--- src/rtl/eviction_write_buffer_pkg.sv ---
// Shared address width and line-address helper for the eviction write buffer.
package eviction_write_buffer_pkg;

    localparam int unsigned ADDR_W = 32;

    // Clears the byte-offset bits so two addresses can be compared at line granularity.
    function automatic logic [ADDR_W-1:0] line_base(input logic [ADDR_W-1:0] addr,
                                                    input int unsigned        offset);
        logic [ADDR_W-1:0] mask;
        mask = (32'd1 << offset) - 32'd1;
        return addr & ~mask;
    endfunction

endpackage

--- src/rtl/eviction_write_buffer.sv ---
// Single-entry write-back buffer between the D-cache memory side and the arbiter D-port.
// Evicted dirty lines are parked here so line fills can bypass the write-back.
module eviction_write_buffer
    import eviction_write_buffer_pkg::*;
#(
    parameter int unsigned s_offset = 5
) (
    input  logic                         clk,
    input  logic                         rst,
    input  logic [31:0]                  c_address,
    input  logic [(8 << s_offset)-1:0]   c_wdata,
    input  logic                         c_read,
    input  logic                         c_write,
    output logic [(8 << s_offset)-1:0]   c_rdata,
    output logic                         c_resp,
    output logic [31:0]                  m_address,
    output logic [(8 << s_offset)-1:0]   m_wdata,
    output logic                         m_read,
    output logic                         m_write,
    input  logic [(8 << s_offset)-1:0]   m_rdata,
    input  logic                         m_resp
);

    localparam int unsigned W = 8 << s_offset;

    typedef enum logic [1:0] {StIdle, StAck, StMemRead, StMemWrite} state_e;

    state_e         state_q, state_d;
    logic           valid_q, valid_d;
    logic [31:0]    addr_q, addr_d;
    logic [W-1:0]   data_q, data_d;
    logic [W-1:0]   rdata_q, rdata_d;
    logic           hit;

    assign hit = valid_q && (line_base(c_address, s_offset) == line_base(addr_q, s_offset));

    always_ff @(posedge clk) begin
        if (rst) begin
            state_q <= StIdle;
            valid_q <= 1'b0;
            addr_q  <= '0;
            data_q  <= '0;
            rdata_q <= '0;
        end else begin
            state_q <= state_d;
            valid_q <= valid_d;
            addr_q  <= addr_d;
            data_q  <= data_d;
            rdata_q <= rdata_d;
        end
    end

    always_comb begin
        state_d   = state_q;
        valid_d   = valid_q;
        addr_d    = addr_q;
        data_d    = data_q;
        rdata_d   = rdata_q;
        c_resp    = 1'b0;
        c_rdata   = rdata_q;
        m_address = '0;
        m_wdata   = '0;
        m_read    = 1'b0;
        m_write   = 1'b0;

        unique case (state_q)
            StIdle: begin
                if (c_write) begin
                    // A write to a different line must drain the old entry first.
                    if (!valid_q || hit) begin
                        valid_d = 1'b1;
                        addr_d  = c_address;
                        data_d  = c_wdata;
                        state_d = StAck;
                    end else begin
                        state_d = StMemWrite;
                    end
                end else if (c_read) begin
                    if (hit) begin
                        rdata_d = data_q;
                        state_d = StAck;
                    end else begin
                        state_d = StMemRead;
                    end
                end else if (valid_q) begin
                    state_d = StMemWrite;
                end
            end
            StAck: begin
                c_resp  = 1'b1;
                state_d = StIdle;
            end
            StMemRead: begin
                m_read    = 1'b1;
                m_address = c_address;
                c_resp    = m_resp;
                c_rdata   = m_rdata;
                if (m_resp) state_d = StIdle;
            end
            StMemWrite: begin
                m_write   = 1'b1;
                m_address = addr_q;
                m_wdata   = data_q;
                if (m_resp) begin
                    valid_d = 1'b0;
                    state_d = StIdle;
                end
            end
            default: state_d = StIdle;
        endcase

        // Keep the bus quiet while reset is held, even mid-transfer.
        if (rst) begin
            c_resp    = 1'b0;
            m_read    = 1'b0;
            m_write   = 1'b0;
            m_address = '0;
            m_wdata   = '0;
        end
    end

endmodule

--- config.mk ---
export PLATFORM = sky130hd
export DESIGN_NAME = eviction_write_buffer
export DESIGN_NICKNAME = d
export VERILOG_FILES = /design/src/rtl/eviction_write_buffer_pkg.sv /design/src/rtl/eviction_write_buffer.sv
export SDC_FILE = /design/constraint.sdc
export NUM_CORES = 1
export LEC_CHECK = 0
export CAP_MARGIN = 0
export CORE_AREA = 2 2 428 430
export CTS_CLUSTER_SIZE = 10
export DETAILED_ROUTE_END_ITERATION = 16
export DIE_AREA = 0 0 430 432
export DONT_BUFFER_PORTS = 1
export GPL_TIMING_DRIVEN = 1
export PLACE_DENSITY_LB_ADDON = 0.25
export SKIP_LAST_GASP = 1
export SLEW_MARGIN = 25
export SYNTH_ARGS = -nofsm -noshare
export SYNTH_HDL_FRONTEND = slang
export SYNTH_SLANG_ARGS = --single-unit
export TNS_END_PERCENT = 50
--- constraint.sdc ---
create_clock -name clk -period 2.1 [get_ports clk]
set_input_delay 0.42 -clock clk [delete_from_list [all_inputs] [get_ports clk]]
set_output_delay 0.42 -clock clk [all_outputs]
set_load 0.05 [all_outputs]
==> metrics.txt <==
slew margin rel.=0.383; sequential element share of the synthesized area=0.391; relative contribution of combinational cells to total power=0.387; crit share post-route=1.36; GR Util All Layers=0.145; number of top-level pins=1096; final count of hold timing violations=0; part of the power in registers=0.313; residual overflow from global routing=0; synthesized-area fraction occupied by ao, oa, aoi and oai cells=0.104; final critical path time including I/O delays and setup=2850 ps; total wire length after detailed routing=144 mm; cell chosen for the clock root=sky130_fd_sc_hd__clkbuf_16; share of synthesized registers carrying an async set or reset=0; total leakage power=15.6 nW; final setup skew=24.5 ps; number of antenna violations at the first check in global routing=22; final-report max-slew violation count=0; Finished Layout Cells=6050; cells traversed along the worst timing path=inv_2, ha_4, buf_6, buf_16, buf_16, buf_6, mux2_2; worst hold margin=72.1 ps; Skew-Pair Late Insertion Delay=670 ps; total of buffers placed on input and output ports=0; type of element capturing the critical path=primary output; WS Path Type=reg2out; switching portion of total power=0.378; clock tree from TritonCTS=yes; transition time at the pin with the least slew margin=926 ps; area fraction in and, or, nand and nor cells after synthesis=0.238; die area=186000 sq um; max-cap violations=0; switching power of the nets=15.2 mW; number of warnings issued by yosys=0; area grow syn2layout=52.1%; slowest stage cell, crit path=sky130_fd_sc_hd__mux2_2; Highest Clock Rate=0.351 GHz; wire length of the first global-routing pass=195 mm; number of instances in the synthesized netlist=3103; initial core utilization=0.154; power per cell area=945 nW/um^2; power share of the clock group=0.300; run status=complete, but fails checks; placeable core area=182000 sq um; Netlist cell types=34; fraction of synthesized cell area in xor and xnor cells=0.00845; detailed router's first-iteration violation count=1479; Adder-Cell Fraction of Synth Area=0.00223; total of endpoints with negative setup slack in the final report=1094; routed len/inst=23.8 microns; worst voltage drop across the vdd grid=0.444 mV; weighted congestion reported at the end of routability-driven placement=0.912; x dimension of the die=430 microns; share of cells above drive strength 1=0.284; number of CTS-inserted buffers=71; Worst path max stage delay=510 ps; PnR worst setup slack=-752 ps; clock sink total=547; number of buffers and inverters on the critical path=5; post-synthesis sequential element count=547; mean instance size in the synthesized netlist=9.02 sq um; number of detailed-route iterations in the first pass=5; vias in the first global route=25055; arrival time at the worst endpoint=2430 ps; cell type group with the largest total delay on the critical path=buffers and inverters; detailed-route vias per instance=4.15; main flop type after synthesis=sky130_fd_sc_hd__dfxtp_1; drt drc=0; placement row count=157; number of routed nets with antenna violations=0; CTS max path bufs=3; violations in the final reports=negative setup slack; area of the mapped netlist=28000 sq um; height of the die=432 microns; CTS HTree Levels=3; register clock-pin slew on the reported worst setup and hold paths=60 ps; synthesized net count=3657; number of cells in the design after placement=5494; dominant combinational cell family by area after synthesis=simple AND/OR/NAND/NOR gates; placement-stage worst setup slack=-713 ps; critical path startpoint category=flip-flop; unrepaired setup endpoints after global routing=true; multiplexer share of the synthesized area=0.206; P_int=25.0 mW; routed vias=25106; Detailed Place HPWL=100 mm; # nets final=4168; CP max FO=13; number of synthesized flops with an enable pin=0; largest net degree at the start of global routing=839; path class of the lowest-slack min-delay path=in2reg; data required time of the worst path=1680 ps
-- synth_stat cells, types with 2 or more instances --
cell                       count  area, sq um
sky130_fd_sc_hd__nand2b_1    579         3620
sky130_fd_sc_hd__dfxtp_1     547        11000
sky130_fd_sc_hd__mux2i_1     288         2880
sky130_fd_sc_hd__a21oi_1     259         1300
sky130_fd_sc_hd__nand3_1     258         1290
sky130_fd_sc_hd__o21ai_1     258         1290
sky130_fd_sc_hd__and2_1      256         1600
sky130_fd_sc_hd__mux2_2      256         2880
sky130_fd_sc_hd__clkbuf_1    208          781
sky130_fd_sc_hd__buf_1        36          135
sky130_fd_sc_hd__a22o_1       32          280
sky130_fd_sc_hd__buf_2        28          140
sky130_fd_sc_hd__xor2_1       27          236
sky130_fd_sc_hd__buf_6        25          282
sky130_fd_sc_hd__buf_4         7         52.6
sky130_fd_sc_hd__nor4_1        6         37.5
sky130_fd_sc_hd__ha_1          5         62.6
sky130_fd_sc_hd__nand2_1       5         18.8
sky130_fd_sc_hd__inv_1         3         11.3
sky130_fd_sc_hd__nor2_1        3         11.3
sky130_fd_sc_hd__and4_1        2         17.5
sky130_fd_sc_hd__nand4_1       2         12.5
sky130_fd_sc_hd__nor2b_1       2         12.5
-- timing repair --
item	4_1_cts	5_1_grt
setup endpoints to repair	1094	1094
gates resized for setup	262	76
setup buffers	40	9
pin swaps	9	17
hold buffers	340	0
hold endpoints to repair	395	0
gates cloned	31	12
-- metrics by stage --
stage                     setup TNS, ps  total power [mW]  cell area [sq um]  utilization
after floorplan                  -21510              21.8              28600            -
after global placement          -363940              24.4              34100        0.188
after detailed placement        -331360              24.5              34100        0.188
after CTS                       -670120              40.3              41900        0.231
after global routing            -727400              41.7              42600        0.234
final                           -585520              40.2              42600        0.234
-- state kept, by name, summed over array words and instances (netlist names) --
name / cells
data_q: 256
addr_q: 32
state_q: 2
valid_q: 1
rdata_q: 256
-- layout by cell type (no fill, tap or decap), types with 27 or more instances in the layout --
cell type | synthesis | final
sky130_fd_sc_hd__a22o_4 | 0 | 28
sky130_fd_sc_hd__o21ai_1 | 258 | 258
sky130_fd_sc_hd__and2_4 | 0 | 225
sky130_fd_sc_hd__clkbuf_16 | 0 | 84
sky130_fd_sc_hd__mux2i_1 | 288 | 288
sky130_fd_sc_hd__mux2_4 | 0 | 124
sky130_fd_sc_hd__nand3_1 | 258 | 258
sky130_fd_sc_hd__buf_12 | 0 | 141
sky130_fd_sc_hd__buf_4 | 7 | 184
sky130_fd_sc_hd__mux2_2 | 256 | 132
sky130_fd_sc_hd__nand2b_1 | 579 | 579
sky130_fd_sc_hd__a21oi_1 | 259 | 259
sky130_fd_sc_hd__dfxtp_1 | 547 | 545
sky130_fd_sc_hd__dlygate4sd3_1 | 0 | 340
sky130_fd_sc_hd__xor2_1 | 27 | 27
sky130_fd_sc_hd__buf_16 | 0 | 40
-- cells by family after synthesis --
kind of cell	after synthesis
AOI/OAI and AO/OA	555
xor gates and xnor gates	27
adders and majority gates	5
buffers and inverters	307
DFF	547
muxes	544
and+or+nand+nor	1118
-- path summary, 6_finish.rpt --
path | to | cells past startpoint | slack (ps) | from
max | c_rdata[86] | 7 | -750 | state_q[0]
min | data_q[183] | 2 | 70 | c_wdata[183]
max reg2reg | data_q[141] | 10 | -640 | addr_q[8]
min reg2reg | addr_q[0] | 2 | 480 | addr_q[0]
-- cell type report --
class                           instances  area (sq um)
Fill cell                           19591        139000
Inverter                                3          11.3
Sequential cell                       547         11000
Tap cell                             2385          2980
Multi-Input combinational cell       2249         17000
Antenna cell                            7          17.5
Timing Repair Buffer                  742          9350
Clock buffer                          107          2070
Clock inverter                         10           166
-- metal layers --
| layer | part of all wire | global-route usage | vias to the layer above | wire length, microns |
|---|---|---|---|---|
| li1 | - | - | 11671 | - |
| met1 | 0.41 | 0.175 | 12340 | 59300 |
| met2 | 0.49 | 0.248 | 870 | 71000 |
| met3 | 0.058 | 0.0354 | 211 | 8430 |
| met4 | 0.037 | 0.0589 | 14 | 5310 |
| met5 | 0.00067 | 0 | - | 97 |
-- power by group through the flow --
stage	registers [mW]	logic, mW	clock network [mW]
final	12.6	15.6	12.1
after global routing	12.7	16.1	12.9
after CTS	12.6	15.2	12.5
after detailed placement	12.8	11.7	0
after global placement	12.8	11.6	0
after floorplan	12.2	9.57	0
Power figures use the tool's default switching activity.
